`config.mk`:
```
export PLATFORM = sky130hd
export DESIGN_NAME = zombie_collision
export DESIGN_NICKNAME = d
export VERILOG_FILES = /design/src/rtl/zombie_collision.sv
export SDC_FILE = /design/constraint.sdc
export NUM_CORES = 1
export LEC_CHECK = 0
export ABC_CLOCK_PERIOD_IN_PS = 4600
export CORE_ASPECT_RATIO = 0.5
export CORE_MARGIN = 5
export CORE_UTILIZATION = 55
export DETAILED_ROUTE_END_ITERATION = 8
export GPL_ROUTABILITY_DRIVEN = 1
export PLACE_DENSITY = 0.89
export SLEW_MARGIN = 10
export SYNTH_ARGS = -nofsm -noshare
export SYNTH_HDL_FRONTEND = slang
export SYNTH_SLANG_ARGS = --single-unit
export TNS_END_PERCENT = 100
```
`constraint.sdc`:
```
create_clock -name clk -period 4.6 [get_ports clk]
set_input_delay 0.92 -clock clk [delete_from_list [all_inputs] [get_ports clk]]
set_output_delay 0.92 -clock clk [all_outputs]
set_load 0.005 [all_outputs]
```
`src/rtl/zombie_collision.sv`:
```
// Per-frame collision judge: snapshots the player on frame_tick, AABB-tests the obstacle stream,
// and manages lives, invulnerability and game_over. Optional frame score counter: COLLIDE_SCORE_EN.
module zombie_collision #(
   parameter int PLAYER_W      = 32,
   parameter int PLAYER_H      = 32,
   parameter int OBS_W         = 16,
   parameter int OBS_H         = 32,
   parameter int MARGIN        = 2,
   parameter int LIVES         = 3,
   parameter int INVULN_FRAMES = 60
) (
   input  logic        clk,
   input  logic        reset_n,
   input  logic        frame_tick,
   input  logic [9:0]  player_x,
   input  logic [9:0]  player_y,
   input  logic        obs_valid,
   output logic        obs_ready,
   input  logic [9:0]  obs_x,
   input  logic [9:0]  obs_y,
   input  logic        obs_last,
   input  logic        restart,
   output logic        game_over,
   output logic        hit_pulse,
   output logic [1:0]  lives,
   output logic        invuln,
   output logic [15:0] score
);

   localparam logic [10:0] MARGIN_W = 11'(MARGIN);
   localparam logic [10:0] OBS_W_W  = 11'(OBS_W);
   localparam logic [10:0] OBS_H_W  = 11'(OBS_H);
   localparam logic [10:0] PX_FAR_W = 11'(PLAYER_W - MARGIN);
   localparam logic [10:0] PY_FAR_W = 11'(PLAYER_H - MARGIN);
   localparam logic [1:0]  LIVES_W  = 2'(LIVES);
   localparam logic [7:0]  INVULN_W = 8'(INVULN_FRAMES);

   typedef enum logic [1:0] {IDLE, SCAN, RESOLVE, OVER} state_t;

   state_t     state;
   logic [9:0] sx_p0;
   logic [9:0] sy_p0;
   logic       hit_p1;
   logic       vld_p1;
   logic       frame_hit;
   logic [7:0] inv_cnt;
   logic       hs;
   logic       last_hs;
   logic       merged_hit;

   // Strict compares on 11-bit operands: touching edges do not collide and nothing wraps.
   function automatic logic overlap(input logic [9:0] sx, input logic [9:0] sy,
                                    input logic [9:0] ox, input logic [9:0] oy);
      logic [10:0] sxw;
      logic [10:0] syw;
      logic [10:0] oxw;
      logic [10:0] oyw;
      logic        x_ov;
      logic        y_ov;
      sxw  = {1'b0, sx};
      syw  = {1'b0, sy};
      oxw  = {1'b0, ox};
      oyw  = {1'b0, oy};
      x_ov = ((sxw + MARGIN_W) < (oxw + OBS_W_W)) && (oxw < (sxw + PX_FAR_W));
      y_ov = ((syw + MARGIN_W) < (oyw + OBS_H_W)) && (oyw < (syw + PY_FAR_W));
      overlap = x_ov && y_ov;
   endfunction

   assign hs         = obs_valid && obs_ready;
   assign last_hs    = hs && obs_last && (state == SCAN);
   assign merged_hit = frame_hit || (vld_p1 && hit_p1);
   assign invuln     = (inv_cnt != 8'd0);

   // Stage p0: player snapshot, taken on any tick that starts a new scan
   always_ff @(posedge clk) begin
      if (frame_tick && (state == IDLE || (state == SCAN && !last_hs))) begin
         sx_p0 <= player_x;
         sy_p0 <= player_y;
      end
   end

   // Stage p1: registered overlap result for the obstacle handshaked in the previous cycle
   always_ff @(posedge clk) begin
      hit_p1 <= overlap(sx_p0, sy_p0, obs_x, obs_y);
   end

   always_ff @(posedge clk) begin
      if (!reset_n || restart) begin
         state     <= IDLE;
         obs_ready <= 1'b0;
         vld_p1    <= 1'b0;
         frame_hit <= 1'b0;
         inv_cnt   <= 8'd0;
         lives     <= LIVES_W;
         game_over <= 1'b0;
         hit_pulse <= 1'b0;
      end else begin
         hit_pulse <= 1'b0;
         if (frame_tick && inv_cnt != 8'd0)
            inv_cnt <= inv_cnt - 8'd1;
         case (state)
            IDLE: begin
               vld_p1    <= 1'b0;
               obs_ready <= 1'b0;
               if (frame_tick) begin
                  frame_hit <= 1'b0;
                  obs_ready <= 1'b1;
                  state     <= SCAN;
               end
            end
            SCAN: begin
               if (last_hs) begin
                  vld_p1    <= 1'b1;
                  frame_hit <= merged_hit;
                  obs_ready <= 1'b0;
                  state     <= RESOLVE;
               end else if (frame_tick) begin
                  // Aborted frame: the partial result and anything in flight are dropped.
                  vld_p1    <= 1'b0;
                  frame_hit <= 1'b0;
               end else begin
                  vld_p1    <= hs;
                  frame_hit <= merged_hit;
               end
            end
            RESOLVE: begin
               vld_p1    <= 1'b0;
               frame_hit <= 1'b0;
               state     <= IDLE;
               obs_ready <= 1'b0;
               if (merged_hit && !invuln) begin
                  lives     <= lives - 2'd1;
                  hit_pulse <= 1'b1;
                  inv_cnt   <= INVULN_W;
                  if (lives == 2'd1) begin
                     game_over <= 1'b1;
                     obs_ready <= 1'b1;
                     state     <= OVER;
                  end
               end
            end
            OVER: begin
               vld_p1    <= 1'b0;
               frame_hit <= 1'b0;
               obs_ready <= 1'b1;
            end
            default: begin
               state     <= IDLE;
               obs_ready <= 1'b0;
            end
         endcase
      end
   end

`ifdef COLLIDE_SCORE_EN
   always_ff @(posedge clk) begin
      if (!reset_n || restart)
         score <= 16'd0;
      else if (frame_tick && state != OVER && score != 16'hFFFF)
         score <= score + 16'd1;
   end
`else
   assign score = 16'd0;
`endif

endmodule

```
Yosys cells after proc, flatten, opt, wreduce, memory -nomap -nowiden
Cells that the tools add are included.
Storage, ports and cells
  register bits after elaboration: 38
  output and inout port bits: 22
  word-level logic and storage cells: 77
  bits of input ports: 46
Operators by class
  bitwise operators: 1
  equality and inequality tests: 6
  reduce and logical (&&, ||, !) cells: 26
  order comparisons: 4
  multiplexer cells: 21
  $add $sub $neg: 8
Operator list (number)
  $add 10x5->11 const B: 3
  $mux 8: 3
  $add 10x2->11 const B: 2
  $lt 10x11->1: 2
  $lt 11x11->1: 2
  $add 10x6->11 const B: 1
  $logic_and 1x1->1: 11
  $mux 1: 10
  $mux 2: 4
  $reduce_bool 8->1: 1
  $sub 8x1->8 const B: 1
  $pmux 2 s3: 1
  $reduce_and 3->1: 2
  $eq 2x1->1 const B: 2
  $eq 2x2->1 const B: 2
  $ne 2x2->1 const B: 2
  $pmux 1 s4: 1
  $reduce_or 2->1: 2
  $logic_not 1->1: 3
  $logic_or 1x1->1: 3
  $pmux 1 s3: 1
  $reduce_bool 3->1: 1
  $reduce_or 3->1: 1
  $logic_not 2->1: 1
  other kinds (4): 4

Longest topological paths before layout
  word-level depth: 7
  gate-level depth with buffers: 11
  mapped depth without buffers: 11

Least setup slack after synthesis
No wires, ideal clock.
  path kind: input to register
  start: in obs_x[4]
  end: reg hit_p1
  arrival: 2.501 ns
  setup time: 0.092 ns
  setup slack: 2.007 ns
  cell stages on the path: 9
  cell sequence: ha_1 -> nand3_1 -> xor2_1 -> ha_1 -> a211oi_1 -> nor2_1 -> a2111oi_2 -> o31ai_1 -> nor4_1
Between the ends
  cells in the longest elaborated chain, start to end: 4
RTL lines
  start: declaration: RTL line 19  | input logic [9:0] obs_x,
  $add 10x5->11: RTL line 64  | x_ov = ((sxw + MARGIN_W) < (oxw + OBS_W_W)) && (oxw < (sxw + PX_FAR_W));
  $lt 11x11->1: RTL line 64
  $logic_and 1x1->1 (*): RTL line 64
  $logic_and 1x1->1 (*): RTL line 66  | overlap = x_ov && y_ov;
  end signal: assignment: RTL line 84  | hit_p1 <= overlap(sx_p0, sy_p0, obs_x, obs_y);
  end: declaration: RTL line 43  | logic hit_p1;
Every way passes the cells marked *; elsewhere a longest branch is shown, timed or not.
A chain may end at the register's enable or synchronous reset.

Worst setup path in the final report
Ends and elaborated chain as after synthesis.

==> key figures <==
Detailed routing
  – DRC: 0
  – Per-cell routed wire length: between 15 and 20 um
  – Detail Route Antenna Nets: 0
  – Via count: between 2,000 and 3,000
  – Routed WL: slightly above 7000 um
  – Vias per std cell: 5.65
  – Initial DRT Pass Iterations: 4
  – DR iter-0 viols: 150

Synthesis
  – Ys async rst share: 0%
  – Syn Area/Cell: approximately 9.2 um^2
  – Primary FF master, synth: edfxtp_1
  – Sequential area share after synthesis: a little under a third
  – Count of different cell masters after synthesis: 54
  – EDFF count, synth: 20
  – Mapped Cells: between 300 and 400
  – #FFs+latches synth: 38
  – Ys Warns: 0
  – Mapped Area: ~3200 um^2

Global routing
  – Vias in the first global route: between 2,000 and 3,000
  – Initial antenna violation count: 0
  – GRT Util Overall: about 20%
  – Largest net degree at the start of global routing: 21
  – GRT Residual Overflow: 0
  – First-pass GRT wire length: 12,300 um

Timing
  – RSZ-0062 raised after global routing: no
  – Worst hold slack: 0.487 ns
  – Setup ws final: ~1.5 ns
  – Final Cycle Share: 68.1%
  – Fin crit period: 3.13 ns
  – Fmax: between 0.3 and 0.4 GHz
  – Worst slew margin: 40.0%
  – Setup_tns: 0 ns
  – Setup Skew: between 0.004 and 0.005 ns
  – Slew Limit Fails: 0
  – Worst-margin pin slew: about 0.90 ns
  – Hold Vio Cnt, Final: 0
  – Endpoints failing setup: 0

Critical path
  – Critical Path Start Type: primary input
  – Crit Path Category: primary input to flip-flop
  – RR Startpoint: sy_p0[1]$_DFFE_PP_
  – Worst EP required: approximately 4.8 ns
  – Crit Reg-Reg Endpoint: hit_p1$_DFF_P_
  – CP max FO: 5
  – R2R setup slack: roughly 1.8 ns
  – CP Data Arrival Time: 3.32 ns
  – Worst-case reg-to-reg path depth: 11
  – Crit end category: flip-flop

Layout
  – Post-route design area: between 3000 and 4000 um^2
  – Most frequent cells in the layout: ha_1 (51), clkdlybuf4s50_1 (51), nor2_1 (27), xnor2_1 (23)
  – Area delta synth->final: 20.2%
  – Post-route insts no fill: 466
  – Final net count: 489
  – Utilization of the core after routing: between 60% and 70%
  – Share of cells above drive strength 1: around 5.1%
  – Antenna fix cells: 0

Floorplan
  – Initial cell density of the core: approximately 57%
  – Std cell rows: 19
  – DIE AREA: roughly 7500 um^2
  – Core area: between 5000 and 6000 um^2
  – Chip Width: 117 um
  – Ports: between 60 and 70
  – Die Height: ~64 um

Clock tree
  – Setup bufs post-CTS: 0
  – Number of buffers inserted by hold repair at cts: 0
  – Post-cts repair resize count: 0
  – Num CTS Buffers: 5
  – CTS tree: built
  – Clk_lat worst skew: approximately 0.28 ns
  – Root Buffer: clkbuf_16
  – Clock Path Buffers: 2
  – Clock slew at reported path FFs: approximately 0.060 ns
  – Number of H-tree levels: 2
  – # clock sinks: 38

Power
  – Power per cell area: between 300 and 400 nW/um^2
  – Worst IR Drop VDD: 0.000504 V
  – Leakage: around 1.6 nW
  – Final Total Pwr: ~1.4 mW

Place
  – Pre-CTS WS: between 1 and 1.5 ns
  – Placed cell area: 3680 um^2
  – Hpwl dp: about 5800 um
  – Cells after DPL: about 460
  – Port buffer count: a little over 50
  – Final GP Congestion: between 0.8 and 0.9

Run
  – Max-cap violation count: 0

Min path
  – Min-Delay Path Class: flip-flop to flip-flop
  – Hold EP: game_over$_SDFFE_PP0P_
  – Hold Path Cell Cnt: 1
  – Hold_sp: game_over$_SDFFE_PP0P_

Outcome
  – Status: finished, final reports clean
==> power breakdown <==
group	switching [mW]	internal (mW)
combinational	0.298	0.304
sequential	0.0465	0.400
clock	0.130	0.198
==> registers in the layout (all words and copies together), names as in the netlist <==
name / cells
hit_p1: 1
game_over: 1
hit_pulse: 1
lives: 2
sx_p0: 10
vld_p1: 1
frame_hit: 1
obs_ready: 1
sy_p0: 10
state: 2
inv_cnt: 8
==> area by class of cell <==
| type | instances | area [um^2] |
|---|---|---|
| clock buffer | 5 | 125 |
| clock inverter | 3 | 16.3 |
| fill | 414 | 1720 |
| inverter | 22 | 82.6 |
| multi-input combinational | 274 | 2030 |
| sequential | 38 | 961 |
| tap | 73 | 91.3 |
| timing repair buffer | 51 | 510 |
==> cell usage after synthesis (all sizes together), types with 4 or more instances <==
| cell | n | area, um^2 |
|---|---|---|
| ha | 51 | 638 |
| nor2 | 29 | 119 |
| xnor2 | 23 | 201 |
| inv | 22 | 82.6 |
| nand2 | 22 | 82.6 |
| edfxtp | 20 | 601 |
| a21oi | 19 | 95.1 |
| buf | 19 | 134 |
| dfxtp | 18 | 360 |
| nand3 | 18 | 100 |
| xor2 | 18 | 158 |
| nand4 | 11 | 68.8 |
| nand2b | 8 | 50.1 |
| clkbuf | 6 | 22.5 |
| o21ai | 6 | 30.0 |
| a21o | 5 | 37.5 |
| nor3 | 5 | 25.0 |
| and3 | 4 | 26.3 |
| nor4 | 4 | 40.0 |
==> worst max-delay path, cell delays in order <==
cell and delay, ns:
clkdlybuf4s50_1 0.56, ha_1 0.24, nand3_1 0.11, xor2_1 0.16, ha_1 0.30, a211oi_1 0.23
nor2_1 0.09, a2111oi_2 0.34, o31ai_1 0.14, nor4_1 0.24
==> worst max-delay path by stage <==
stage | start | to
2_1_floorplan | obs_x[4] | hit_p1$_DFF_P_
3_3_place_gp | obs_x[4] | hit_p1$_DFF_P_
3_5_place_dp | obs_x[4] | hit_p1$_DFF_P_
4_1_cts | obs_x[4] | hit_p1$_DFF_P_
5_1_grt | obs_x[4] | hit_p1$_DFF_P_
6_report | obs_x[4] | hit_p1$_DFF_P_
==> per-layer routing <==
layer | part of all wire [%] | routed length, um | track usage [%] | up-vias
li1 | - | - | - | 1290
met1 | 41 | 2910 | 21.3 | 1209
met2 | 50 | 3580 | 36.3 | 103
met3 | 6.6 | 474 | 5.11 | 29
met4 | 3.1 | 221 | 9.01 | 0
met5 | 0 | 0 | 0 | -
==> cell families after synthesis <==
group	count (synthesis)	synth area share [%]
other cells	1	0.118
xor+xnor	41	11.3
simple gates	114	19.5
buf+inv	47	7.52
compound gates	51	10.9
mux	1	0.315
fa+ha+maj	51	20.1
flops	38	30.2
(Power assumes the default switching activity.)
